[config.mk]
export PLATFORM = sky130hd
export DESIGN_NAME = decode_stage
export DESIGN_NICKNAME = d
export VERILOG_FILES = /design/src/rtl/decode_stage_pkg.sv /design/src/rtl/decode_stage_imm_gen.sv /design/src/rtl/decode_stage.sv
export SDC_FILE = /design/constraint.sdc
export NUM_CORES = 1
export LEC_CHECK = 0
export ABC_CLOCK_PERIOD_IN_PS = 2000
export BUFFER_PORTS_ARGS = -buffer_cell sky130_fd_sc_hd__buf_2
export CORE_MARGIN = 2
export CORE_UTILIZATION = 50
export DETAILED_ROUTE_END_ITERATION = 7
export PLACE_DENSITY = 0.73
export RECOVER_POWER = 50
export SYNTH_ARGS = -nofsm -noshare
export SYNTH_HDL_FRONTEND = slang
export SYNTH_SLANG_ARGS = --single-unit
export TNS_END_PERCENT = 100
[constraint.sdc]
create_clock -name clk -period 2 [get_ports clk]
set_input_delay 0.3 -clock clk [delete_from_list [all_inputs] [get_ports clk]]
set_output_delay 0.3 -clock clk [all_outputs]
set_load 0.01 [all_outputs]
[src/rtl/decode_stage_pkg.sv]
// Shared decode definitions: base opcode map, datapath-width constants and
// the shift-amount width helper used by the immediate generator.
package single_cycle_defs;

  localparam int XLEN_32 = 32;
  localparam int XLEN_64 = 64;

  typedef enum logic [6:0] {
    LOAD_I = 7'b0000011,
    I_TYPE = 7'b0010011,
    AUIPC  = 7'b0010111,
    S_TYPE = 7'b0100011,
    R_TYPE = 7'b0110011,
    LUI_I  = 7'b0110111,
    B_TYPE = 7'b1100011,
    JALR_I = 7'b1100111,
    J_TYPE = 7'b1101111
  } type_opcode_e;

  function automatic int shamt_width(input int xlen);
    return (xlen == XLEN_64) ? 6 : 5;
  endfunction

  function automatic logic is_known_opcode(input logic [6:0] op);
    case (op)
      LOAD_I, I_TYPE, AUIPC, S_TYPE, R_TYPE,
      LUI_I, B_TYPE, JALR_I, J_TYPE: return 1'b1;
      default:                       return 1'b0;
    endcase
  endfunction

endpackage

[src/rtl/decode_stage_imm_gen.sv]
// Combinational immediate generator; also reports RV32 shifts whose shamt
// would need bit 25, which are illegal at that width.
module imm_gen
  import single_cycle_defs::*;
#(
  parameter int XLEN = XLEN_32
) (
  input  logic [31:0]     instr_i,
  output logic [XLEN-1:0] imm_o,
  output logic            shift_illegal_o
);

  localparam int SHW = shamt_width(XLEN);

  logic is_shift;
  assign is_shift = (instr_i[14:12] == 3'b001) || (instr_i[14:12] == 3'b101);

  always_comb begin
    imm_o           = '0;
    shift_illegal_o = 1'b0;
    case (instr_i[6:0])
      I_TYPE: begin
        if (is_shift) begin
          imm_o[SHW-1:0]  = instr_i[20 +: SHW];
          shift_illegal_o = (XLEN == XLEN_32) && instr_i[25];
        end else begin
          imm_o = XLEN'($signed(instr_i[31:20]));
        end
      end
      LOAD_I, JALR_I: imm_o = XLEN'($signed(instr_i[31:20]));
      S_TYPE: imm_o = XLEN'($signed({instr_i[31:25], instr_i[11:7]}));
      B_TYPE: imm_o = XLEN'($signed({instr_i[31], instr_i[7], instr_i[30:25],
                                     instr_i[11:8], 1'b0}));
      J_TYPE: imm_o = XLEN'($signed({instr_i[31], instr_i[19:12], instr_i[20],
                                     instr_i[30:21], 1'b0}));
      LUI_I, AUIPC: imm_o = XLEN'($signed({instr_i[31:12], 12'h000}));
      default: ;
    endcase
  end

endmodule

[src/rtl/decode_stage.sv]
// Registered decode stage: decodes on the input side and buffers decoded
// bundles in a DEPTH-entry FIFO toward execute, with flush for redirects.
module decode_stage
  import single_cycle_defs::*;
#(
  parameter int XLEN  = XLEN_32,
  parameter int DEPTH = 2
) (
  input  logic                   clk,
  input  logic                   rst_n,
  input  logic                   flush,
  input  logic                   in_valid,
  output logic                   in_ready,
  input  logic [31:0]            in_instr,
  input  logic [XLEN-1:0]        in_pc,
  output logic                   out_valid,
  input  logic                   out_ready,
  output logic [XLEN-1:0]        out_pc,
  output type_opcode_e           out_opcode,
  output logic [2:0]             out_funct3,
  output logic [6:0]             out_funct7,
  output logic [4:0]             out_rd,
  output logic [4:0]             out_rs1,
  output logic [4:0]             out_rs2,
  output logic [XLEN-1:0]        out_imm,
  output logic                   out_illegal,
  output logic [$clog2(DEPTH):0] out_count
);

  localparam int PW = $clog2(DEPTH);
  localparam int CW = PW + 1;
  localparam logic [CW-1:0] FULL = CW'(DEPTH);

  typedef struct packed {
    logic [XLEN-1:0] pc;
    logic [6:0]      opcode;
    logic [2:0]      funct3;
    logic [6:0]      funct7;
    logic [4:0]      rd;
    logic [4:0]      rs1;
    logic [4:0]      rs2;
    logic [XLEN-1:0] imm;
    logic            illegal;
  } entry_t;

  logic [XLEN-1:0] gen_imm;
  logic            shift_illegal;
  entry_t          in_entry;

  imm_gen #(.XLEN(XLEN)) u_imm_gen (
    .instr_i         (in_instr),
    .imm_o           (gen_imm),
    .shift_illegal_o (shift_illegal)
  );

  always_comb begin
    in_entry.pc      = in_pc;
    in_entry.opcode  = in_instr[6:0];
    in_entry.funct3  = in_instr[14:12];
    in_entry.funct7  = in_instr[31:25];
    in_entry.rd      = in_instr[11:7];
    in_entry.rs1     = in_instr[19:15];
    in_entry.rs2     = in_instr[24:20];
    in_entry.illegal = (in_instr[1:0] != 2'b11) || !is_known_opcode(in_instr[6:0])
                       || shift_illegal;
    // Illegal words still travel down the pipe, but never with a stray immediate.
    in_entry.imm     = in_entry.illegal ? '0 : gen_imm;
  end

  entry_t        mem_q [DEPTH];
  logic [PW-1:0] wr_ptr_q, rd_ptr_q;
  logic [CW-1:0] count_q, count_d;
  logic          push, pop;

  // in_ready depends only on registered occupancy, keeping out_ready off that path.
  assign in_ready  = (count_q < FULL);
  assign out_valid = (count_q != '0);
  assign push      = in_valid && in_ready && !flush;
  assign pop       = out_valid && out_ready && !flush;

  always_comb begin
    count_d = count_q;
    if (push && !pop)      count_d = count_q + 1'b1;
    else if (pop && !push) count_d = count_q - 1'b1;
  end

  always_ff @(posedge clk or negedge rst_n) begin
    if (!rst_n) begin
      wr_ptr_q <= '0;
      rd_ptr_q <= '0;
      count_q  <= '0;
      for (int i = 0; i < DEPTH; i++) mem_q[i] <= '0;
    end else if (flush) begin
      wr_ptr_q <= '0;
      rd_ptr_q <= '0;
      count_q  <= '0;
    end else begin
      if (push) begin
        mem_q[wr_ptr_q] <= in_entry;
        wr_ptr_q        <= wr_ptr_q + 1'b1;
      end
      if (pop) rd_ptr_q <= rd_ptr_q + 1'b1;
      count_q <= count_d;
    end
  end

  entry_t head;
  assign head        = mem_q[rd_ptr_q];
  assign out_pc      = head.pc;
  assign out_opcode  = type_opcode_e'(head.opcode);
  assign out_funct3  = head.funct3;
  assign out_funct7  = head.funct7;
  assign out_rd      = head.rd;
  assign out_rs1     = head.rs1;
  assign out_rs2     = head.rs2;
  assign out_imm     = head.imm;
  assign out_illegal = head.illegal;
  assign out_count   = count_q;

endmodule

# Word-level counts from Yosys, hierarchy flattened
# Index checks and enable logic that the tools add are counted.
# W data, S select, Z words.
# classes
n_eq_ne	12
reduce_logical	22
bitwise	3
mux	19
add_sub_neg	4
n_lt_le_gt_ge	4
# ops
operator	count
$mux W97	4
$bwmux W194	1
$pmux W32 S6	1
$demux W97 S1	1
$mux W32	1
$mux W27	1
$eq A7 B6 Y1 const B	3
$eq A7 B7 Y1 const B	3
$eq A7 B5 Y1 const B	2
$reduce_or A9 Y1	1
$eq A7 B2 Y1 const B	1
$logic_and A1 B1 Y1	7
$mux W1	7
$mux W2	3
$reduce_bool A2 Y1	3
$ge A2 B2 Y1 const B	2
$logic_not A1 Y1	4
$not A1 Y2	2
$reduce_or A2 Y1	2
$eq A3 B1 Y1 const B	1
$eq A3 B3 Y1 const B	1
$logic_or A1 B1 Y1	3
$reduce_bool A3 Y1	1
$add A1 B1 Y1 const B	2
other kinds (7)	7
# word_totals
ff_bits	198
wordCells	85
input_bits	69

# Longest topological paths before layout
# Gate-level depths: netlist (run 1).
# logic_depth
depth_word	8
depth_mapped	7

# Modules after synthesis
# Synthesis (run 1) repeated with hierarchy kept, for this count alone.
# unflattened
cells_unflattened	1040
hier_area_um2	9474.1
# by_module_without_submodules
module	cells_per_inst	area_each_um2	seq_area_each_um2	n_inst
decode_stage	972	8988.6	4954.8	1
imm_gen	68	485.5	0.0	1

# Least setup slack after synthesis (run 1)
# Ideal clock, no wire load.
# synth_timing
path_kind	reg-to-output
from	register rd_ptr_q
to	output out_pc[10]
path_buffers	3
path_slack_ps	209
stages_incl_launch_ff	5
t_arrival_ps	1491
cell_sequence	dfrtp_1 > clkbuf_1 > buf_2 > buf_1 > mux2_2
# synth_between
elab_chain_cells	4
# synth_lines
element	line_no	text
start, declared	decode_stage.sv:71	logic [PW-1:0] wr_ptr_q, rd_ptr_q;
start signal, assigned	decode_stage.sv:102	if (pop) rd_ptr_q <= rd_ptr_q + 1'b1;
$not A1 Y2 (implied by the code)	decode_stage.sv:108	assign head = mem_q[rd_ptr_q];
$mux W97 (implied by the code) (3 in a row)	decode_stage.sv:108	
end, declared	decode_stage.sv:18	output logic [XLEN-1:0] out_pc,
# Every way passes these cells. The select of a mux whose other input is x is not followed.

# Final worst setup path (run 1)
# layout_timing
from	register rd_ptr_q
to	output out_imm[0]
# layout_between
elab_chain_cells	4
# layout_lines
element	line_no	text
$not A1 Y2 (implied by the code)	decode_stage.sv:108	
$mux W97 (implied by the code) (3 in a row)	decode_stage.sv:108	
end, declared	decode_stage.sv:25	output logic [XLEN-1:0] out_imm,
# Every way passes these cells. The select of a mux whose other input is x is not followed.

==> results of run 1 <==
worst reg2reg max path, delay by kind of cell (launching register included):
family | cells | cell delay [ps]
and+or+nand+nor | 4 | 710
DFF | 1 | 460
buffers and inverters | 2 | 710
per-stage QoR:
step	area [um^2]	hold WS, ps	utilization, %
after global placement	10260	331.2	57.53
after global routing	11180	63.78	62.67
after floorplan	9019	4.409	-
after detailed placement	10260	334.9	57.53
final	11180	75.59	62.68
after CTS	10970	62.03	61.48
sequential cells by signal, summed over array words and instances (netlist names):
name,count
mem_q,194
rd_ptr_q,1
out_count,2
wr_ptr_q,1
routing by layer:
| metal | GRT usage (%) | up-vias | routed length, um |
|---|---|---|---|
| met3 | 4.226 | 14 | 1015 |
| met4 | 5.048 | 0 | 226 |
| met2 | 38.64 | 174 | 11280 |
| met5 | 0 | - | 0 |
| met1 | 33.46 | 3563 | 10490 |
| li1 | - | 3456 | - |
cell usage in the layout (no fill, tap or decap), types with 18 or more instances in the layout:
cell / Yosys / routed
a221o_1: 19 / 19
nand2_1: 430 / 429
o211ai_1: 22 / 22
buf_4: 0 / 18
buf_2: 17 / 144
mux2_2: 97 / 94
dfrtp_1: 198 / 197
clkbuf_16: 0 / 20
buf_6: 3 / 23
o21ai_0: 28 / 28
path summary, 6_finish.rpt:
check | start | to | slack, ps | cells past startpoint
min | in_pc[3] | mem_q[165] | 80 | 3
min reg2reg | mem_q[187] | mem_q[187] | 470 | 2
min in group asynchronous | rst_n | mem_q[133] | 560 | 2
max | rd_ptr_q | out_imm[0] | -30 | 4
max in group asynchronous | rst_n | mem_q[162] | 320 | 3
max reg2reg | out_count[1] | mem_q[64] | 60 | 6
kinds of logic (layout without fill, tap and decap cells):
logic type / count (synthesis) / in the layout / share of synthesized area, %
xor gates and xnor gates: 4 / 4 / 0.3884
other: 0 / 2 / 0
AOI/OAI and AO/OA: 93 / 93 / 7.894
muxes: 98 / 98 / 12.22
and+or+nand+nor: 476 / 476 / 21.37
DFF: 198 / 198 / 54.94
buffers and inverters: 64 / 247 / 3.191
power groups by stage:
stage / clock (mW) / combinational, mW / sequential [mW]
after floorplan: 0 / 1.33 / 5.02
after global placement: 0 / 2.07 / 5.09
after detailed placement: 0 / 2.11 / 5.12
after CTS: 3.80 / 2.14 / 5.05
after global routing: 3.99 / 2.53 / 5.14
final: 3.74 / 2.28 / 5.05
layout make-up:
cell class / count / area, um^2 / area share (%)
Inverter: 4 / 17.52 / 0.1566
Tap cell: 229 / 286.5 / 2.562
Clock inverter: 12 / 200.2 / 1.790
Multi-Input combinational cell: 671 / 3809 / 34.06
Sequential cell: 198 / 4959 / 44.34
Antenna cell: 2 / 5.005 / 0.04475
Clock buffer: 19 / 442.9 / 3.961
Timing Repair Buffer: 212 / 1464 / 13.09
timing repair:
| item | 4_1_cts | 5_1_grt |
|---|---|---|
| hold endpoints to repair | 57 | 0 |
| cloned | 1 | 5 |
| gates resized for setup | 6 | 32 |
| buffers inserted | 0 | 3 |
| hold buffers | 1 | 0 |
| setup endpoints to repair | 48 | 74 |
==> flow_summary.ini, run 1 <==
[clocking]
clock_latency_ps = 420
cts_buffers = 17
cts.path.max_buffers = 2
cts-htree-levels = 4
root_buffer = clkbuf_16
cts_sinks = 198
cts_tree = yes
clk_pin_slew_worst_paths_ps = 70

[run_status]
outcome = finished, violations left
failed_checks = negative setup slack

[floorplanning]
die_x_um = 138.3
coreArea_um2 = 17840
die-area_um2 = 19130
rows = 49
ios = 170
die_y_um = 138.3
start_util_pct = 50.55

[critical_path]
cpMostUsedCell = buf_12
cp-start-kind = flop
crit_path_end_kind = output pin
cp.arrival_ps = 1730
cp.required_ps = 1700
path_class = reg2out
critPathBufInv = 3
slowest_stage = dfrtp_4
path_max_fanout = 6
cp_top_family = flip-flops
critical_path.max_stage_delay_ps = 530
cp_cell_sequence = buf_12, buf_12, mux2_4, buf_6

[cells_and_area]
drive_above_1_share_pct = 30.91
nFillCells = 1498
num-nets-final = 1173
fin_cells = 1347
synthToLayoutAreaGrowth_pct = 24.00

[logic_synthesis]
mappedNetlistArea_um2 = 9019
yosysUniqueCellTypes = 46
synth_area_leader_cell = dfrtp_1
ys_dominant_reg_cell = dfrtp_1
yosys_warnings = 0
async_flop_share_pct = 100.0
synth_nets = 1002
synth-seq-cells = 198
yosys.area.top_type_share_pct = 54.94
synth_edf_count = 0
yosysMostFrequentCell = nand2_1
postSynthAreaPerCell_um2 = 9.666
synthCells = 933
synthTopCellsByArea = dfrtp_1, nand2_1, mux2_2
ys_top_cells_by_count = nand2_1, dfrtp_1, mux2_2
ys_seq_area_share_pct = 54.94

[route]
vias = 7207
drc_errors = 0
avgRoutedWirePerCell_um = 17.08
totalWireLength_um = 23010
drtIter0Drc = 461
dr.pass1.iters = 4
vias_per_cell = 5.350
ant_nets = 0

[placement]
dp.cells = 1304
preCtsSetupSlack_ps = 149.0
hpwlAfterDp_um = 15020
place_congestion = 0.8933
portBuffers = 169

[worst_hold_path]
min-delay-path-class = in2reg

[global_routing]
antenna_found_initial = 1
grt_max_degree = 65
grt_overflow = 0
grt_pass1_vias = 7082
grt_use_total_pct = 23.63
grt_pass1_wl_um = 36980

[power]
power.total_mw = 11.07
swShare_pct = 27.34
switching_power_mw = 3.027
p_clk_share_pct = 33.8
p_leak_nw = 5.828
seq_power_share_pct = 45.6
p_int_mw = 8.043
max-vdd-ir-drop_uv = 608.4
powerDensity_nw_per_um2 = 989.8
p_comb_share_pct = 20.6

[flow_run]
drv_cap = 0

[timing]
drv_slew = 0
fin_crit_ps = 2030
slew_headroom_pct = 40.12
hold_viol = 0
finalSetupViolations = 34
fin_crit_sh_pct = 101.5
timing.fmax_ghz = 0.4926
finalClockSkew_ps = 9.703
worst_slack_ps = -30.23
finalSetupTns_ps = -380.3
rsz0062_at_grt = yes
worstMarginPinSlew_ps = 898.1
No activity file was read; power rests on OpenSTA's default activity.
==> run 2, diff against run 1 <==
--- a/config.mk
+++ b/config.mk
@@ -10,9 +10,9 @@
 export CORE_MARGIN = 2
 export CORE_UTILIZATION = 50
 export DETAILED_ROUTE_END_ITERATION = 7
+export GPL_TIMING_DRIVEN = 0
 export PLACE_DENSITY = 0.73
-export RECOVER_POWER = 50
 export SYNTH_ARGS = -nofsm -noshare
 export SYNTH_HDL_FRONTEND = slang
 export SYNTH_SLANG_ARGS = --single-unit
-export TNS_END_PERCENT = 100
+export TNS_END_PERCENT = 30
==> run 2 against run 1 <==
The flow still finishes with violations (negative setup slack). Global-route usage rose by 1.6 points. Register-to-register slack improved by 80 ps. Utilization fell by 0.85 points. Power fell by 0.51%. Final area fell by 1.4%. Non-clock buffer count rose by 23. Critical path type unchanged. Highest routed layer unchanged.
==> flow_summary.ini, run 2 (same netlist as run 1, synthesis figures left out) <==
[floorplanning]
start_util_pct = 50.55
coreArea_um2 = 17840
rows = 49
die_y_um = 138.3
die-area_um2 = 19130
die_x_um = 138.3
ios = 170

[critical_path]
cp-start-kind = flop
critPathBufInv = 3
r2r_cells = 6
r2r_slack_ps = 140
r2r_end = mem_q[77]
critical_path.max_stage_delay_ps = 430
path_class = reg2out
worstSetupStartpoint = rd_ptr_q
cp_cell_sequence = buf_12, buf_4, mux2_2, buf_2
cp.arrival_ps = 1750
slowest_stage = dfrtp_2
path_max_fanout = 10
r2r_start = out_count[1]
cp.required_ps = 1700
cp_top_family = buffers and inverters
crit_path_end_kind = output pin

[placement]
hpwlAfterDp_um = 16590
portBuffers = 167
dp.cells = 1330
place_congestion = 0.8925

[timing]
rsz0062_at_grt = yes
fin_crit_ps = 2048
finalClockSkew_ps = 9.006
finalSetupViolations = 20
worst_slack_ps = -48.03
slew_headroom_pct = 49.67
fin_crit_sh_pct = 102.4
drv_slew = 0
timing.fmax_ghz = 0.4883
worstMarginPinSlew_ps = 754.9
finalSetupTns_ps = -332.7
hold_viol = 0

[clocking]
root_buffer = clkbuf_16
cts_sinks = 198
cts_tree = yes
clk_pin_slew_worst_paths_ps = 70
clock_latency_ps = 430
cts-htree-levels = 4
cts.path.max_buffers = 2
cts_buffers = 17

[route]
totalWireLength_um = 24120
m1WireLength_um = 10720
wl_met3_um = 1510
avgRoutedWirePerCell_um = 17.58
met2_length_um = 11300
dr.pass1.iters = 7
vias_per_cell = 5.356
drtIter0Drc = 486
ant_nets = 0
vias = 7349
highest-signal-layer = met4
drc_errors = 0

[global_routing]
grt_max_degree = 102
grt_pass1_wl_um = 38580
antenna_found_initial = 3
grt_use_total_pct = 25.27
grt_pass1_vias = 7289
grt_overflow = 0

[cells_and_area]
fin_cells = 1372
regMostFlops = mem_q
multi_input_area_um2 = 3789
nFillCells = 1527
num-nets-final = 1196
synthToLayoutAreaGrowth_pct = 22.32
final_common_cell = nand2_1
layout_common_cells = nand2_1, dfrtp_1, buf_2
seq_area_um2 = 4956
drive_above_1_share_pct = 31.49
largest_register_ffs = 194

[run_status]
failed_checks = negative setup slack
outcome = finished, violations left

[worst_hold_path]
min_to = mem_q[92]
hp-start = in_pc[27]
whs_path_depth = 3
min-delay-path-class = in2reg

[power]
max-vdd-ir-drop_uv = 614.0
powerDensity_nw_per_um2 = 998.3
p_leak_nw = 5.805

[flow_run]
drv_cap = 0
-- run 2: cell types whose count changed in the layout (fill, tap and decap cells not counted), sizes merged --
cell	previous run	this run
buf	194	205
clkbuf	36	49
clkinv	5	4
clkinvlp	0	2
diode	2	3
inv	6	5
-- run 2: metal layers --
metal  vias to the layer above  GRT usage, %
met3                        42         4.538
met4                         0         10.04
met2                       272         38.59
li1                       3488             -
met5                         -             0
met1                      3547         36.16
-- run 2: power breakdown --
group,internal [mW],total [mW],switching [mW]
combinational,0.970,2.17,1.20
clock,2.29,3.78,1.49
sequential,4.70,5.06,0.358
-- run 2: how the worst max path moves through the flow --
stage                  end  slack, ps  cells after the start
2_1_floorplan   out_pc[10]        210                      4
3_3_place_gp     mem_q[67]      -2670                      1
3_5_place_dp    mem_q[105]       -370                      5
4_1_cts         out_pc[19]       -120                      4
5_1_grt        out_imm[11]        -70                      4
6_report       out_imm[11]        -50                      4
-- run 2: area by class of cell --
type	instances	share of cell area, %
plain buffers	59	3.266
repair buffers	176	8.710
inverters	4	0.1588
clock inverters	12	1.792
clock buffers	20	4.140
flip-flops and latches	198	44.92
well taps	229	2.597
multi-input cells	671	34.34
diodes	3	0.06805
-- run 2: per-stage QoR --
step	hold slack, ps	cell area (um^2)	util [%]	worst slack, ps	power (mW)
after detailed placement	388.5	10180	57.05	-366.4	7.239
final	65.60	11030	61.83	-48.03	11.01
after floorplan	4.409	9019	-	209.5	6.350
after CTS	55.13	10900	61.10	-124.7	11.04
after global routing	61.78	11030	61.83	-66.00	11.56
after global placement	451.8	10140	56.84	-2672	7.154
-- run 2: repair_timing --
action / 4_1_cts / 5_1_grt
resized for setup: 30 / 32
buffers inserted: 0 / 7
hold endpoints to repair: 97 / 0
hold buffers: 1 / 0
gates cloned: 0 / 0
endpoints found under the setup margin: 221 / 220
pin swaps: 0 / 1
-- run 2: worst reg2reg max path: stages, from the launching register on --
cell and delay (ps):
dfrtp_1 450, nor3b_4 300, nand2_1 180, clkbuf_2 280, clkbuf_1 310, nand2_1 140
nand2_1 70
==> run 3, diff against run 2 <==
--- a/config.mk
+++ b/config.mk
@@ -5,6 +5,7 @@
 export SDC_FILE = /design/constraint.sdc
 export NUM_CORES = 1
 export LEC_CHECK = 0
+export ABC_AREA = 1
 export ABC_CLOCK_PERIOD_IN_PS = 2000
 export BUFFER_PORTS_ARGS = -buffer_cell sky130_fd_sc_hd__buf_2
 export CORE_MARGIN = 2
==> run 3 against run 2 <==
The flow now finishes without violations. Power rose by 31%. Flip-flop and latch count did not move. Clock skew fell by 4.2 ps. Via count rose by 16%. Clock-buffer cell count fell by 1. Final area rose by 1.6%. Largest power group unchanged. Critical endpoint is now out_funct7[6]. First-iteration DRC count rose by 12%. Global-route usage rose by 1.9 points. Synthesized cell count rose by 31%. Clock power fell by 4%. Setup slack improved by 75 ps. Largest cell class unchanged.
==> flow_summary.ini, run 3 <==
[logic_synthesis]
ys_dominant_reg_cell = dfrtp_1
mappedNetlistArea_um2 = 9316
synthCells = 1226
synth_area_leader_cell = dfrtp_1
yosys_warnings = 0
postSynthAreaPerCell_um2 = 7.599
async_flop_share_pct = 100.0
ys_top_cells_by_count = nand2_1, dfrtp_1, o21ai_0
yosysUniqueCellTypes = 29
synth_edf_count = 0
synth-seq-cells = 198
yosysMostFrequentCell = nand2_1
ys_seq_area_share_pct = 53.18
synth_nets = 1295
synthTopCellsByArea = dfrtp_1, nand2_1, o21ai_0
yosys.area.top_type_share_pct = 53.18

[timing]
finalSetupViolations = 0
rsz0062_at_grt = yes
hold_viol = 0
worstMarginPinSlew_ps = 690.2
drv_slew = 0
finalClockSkew_ps = 4.843
fin_crit_sh_pct = 98.67
worst_slack_ps = 26.61
slew_headroom_pct = 53.98
fin_crit_ps = 1973
timing.fmax_ghz = 0.5067

[critical_path]
cp-start-kind = flop
crit_path_end_kind = output pin
path_max_fanout = 10
cp.arrival_ps = 1670
path_class = reg2out
cp.required_ps = 1700

[global_routing]
use_met2_pct = 42.67
grt_max_degree = 110
grtUsageMet1_pct = 37.96
grt_pass1_wl_um = 41880
grt_pass1_vias = 8114
grtUsageMet3_pct = 4.205
grt_use_total_pct = 27.12
antenna_found_initial = 0
grt_overflow = 0
grt.busiest_layer = met2

[floorplanning]
ios = 170
die-area_um2 = 19740
start_util_pct = 51.34
die_x_um = 140.5
coreArea_um2 = 18150
die_y_um = 140.5
rows = 49

[route]
vias = 8534
avgRoutedWirePerCell_um = 15.73
totalWireLength_um = 26110
vias_per_cell = 5.141
drtIter0Drc = 546
ant_nets = 0
dr.pass1.iters = 5
drc_errors = 0

[placement]
hpwlAfterDp_um = 18440
portBuffers = 169
place_congestion = 0.9399
dpl-instance-area_um2 = 10490
preCtsSetupSlack_ps = -212.8
dp.cells = 1625

[power]
p_clk_share_pct = 25.1
powerDensity_nw_per_um2 = 1289
swShare_pct = 36.10
p_comb_share_pct = 32.8
p_leak_nw = 6.439
p_int_mw = 9.229
max-vdd-ir-drop_uv = 620.6
switching_power_mw = 5.213
seq_power_share_pct = 42.0

[cells_and_area]
fin_cells = 1660
largest_register_ffs = 194
regMostFlops = mem_q
nFillCells = 1660
synthToLayoutAreaGrowth_pct = 20.29
num-nets-final = 1486
final_common_cell = nand2_1
drive_above_1_share_pct = 20.84
layout_common_cells = nand2_1, dfrtp_1, buf_2
design_area_um2 = 11210

[clocking]
cts.path.max_buffers = 2
cts_sinks = 198
cts_tree = yes
clk_pin_slew_worst_paths_ps = 70
clock_latency_ps = 440
root_buffer = clkbuf_16
cts-htree-levels = 4
cts_buffers = 17

[worst_hold_path]
min-delay-path-class = in2reg

[flow_run]
drv_cap = 0

[run_status]
outcome = completed
## run 3: changes by cell type in the layout (fill, tap and decap cells not counted), sizes merged, moves of 6 or more
| cell | before | now |
|---|---|---|
| nor2 | 6 | 39 |
| o211ai | 22 | 0 |
| nand4 | 2 | 11 |
| o21ai | 28 | 161 |
| mux2 | 97 | 0 |
| nand2 | 430 | 627 |
| nor3 | 8 | 1 |
| nand3 | 5 | 20 |
| a221o | 19 | 0 |
| inv | 5 | 87 |
| a21oi | 5 | 11 |
## run 3: critical path, cell delays in order, from the launching register on
cell      delay, ps
dfrtp_1         420
inv_2           130
clkbuf_4        220
clkbuf_8        190
nand2_1          60
nand2_1          80
buf_2           130
## run 3: power groups by stage
stage	clock, mW	sequential, mW	combinational [mW]
after floorplan	0	5.97	2.86
after global placement	0	6.06	4.51
after detailed placement	0	6.12	4.62
after CTS	3.67	6.06	4.75
after global routing	3.83	6.25	5.35
final	3.63	6.07	4.74
## run 3: path summary, 6_finish.rpt
path	from	end	cells past startpoint	slack, ps
min	in_pc[30]	mem_q[95]	3	100
min reg2reg	mem_q[95]	mem_q[95]	2	480
max reg2reg	out_count[1]	mem_q[43]	10	140
min in group asynchronous	rst_n	mem_q[65]	2	430
max	rd_ptr_q	out_funct7[6]	6	30
max in group asynchronous	rst_n	mem_q[30]	3	590
## run 3: per-layer routing
metal / up-vias / wire (um) / part of all wire [%]
met5: - / 0 / 0
met4: 0 / 808 / 3.1
met3: 48 / 1633 / 6.3
met2: 295 / 12060 / 46
met1: 4015 / 11610 / 44
li1: 4176 / - / -
## run 3: cell families (layout without fill, tap and decap cells)
group,Yosys count,in the layout,share of synthesized area [%]
and+or+nand+nor,699,699,30.20
DFF,198,198,53.18
AOI/OAI and AO/OA,177,177,9.777
buffers and inverters,151,355,6.742
xor gates and xnor gates,1,1,0.09403
other,0,1,0
## run 3: what timing repair did
item,4_1_cts,5_1_grt
resized for setup,33,18
setup buffers,0,1
hold buffers,1,0
gates cloned,1,0
endpoints found under the setup margin,93,99
pin swaps,0,0
endpoints found under the hold margin,89,0
## run 3: cell type report
cell class	instances	area, um^2	share of cell area (%)
diodes	1	2.502	0.02233
inverters	82	310.3	2.769
clock inverters	13	167.7	1.496
clock buffers	19	452.9	4.042
well taps	229	286.5	2.557
plain buffers	68	390.4	3.483
flip-flops and latches	198	4955	44.21
multi-input cells	877	3734	33.31
repair buffers	173	908.4	8.105
## run 3: per-stage QoR
| step | TNS [ps] | utilization [%] | power (mW) | hold WS, ps |
|---|---|---|---|---|
| after floorplan | 0 | - | 8.834 | 4.409 |
| after global placement | -532230 | 57.58 | 10.58 | 458.9 |
| after detailed placement | -10380 | 57.78 | 10.73 | 353.2 |
| after CTS | 0 | 61.65 | 14.48 | 95.07 |
| after global routing | -132.1 | 61.74 | 15.43 | 94.06 |
| final | 0 | 61.76 | 14.44 | 101.1 |
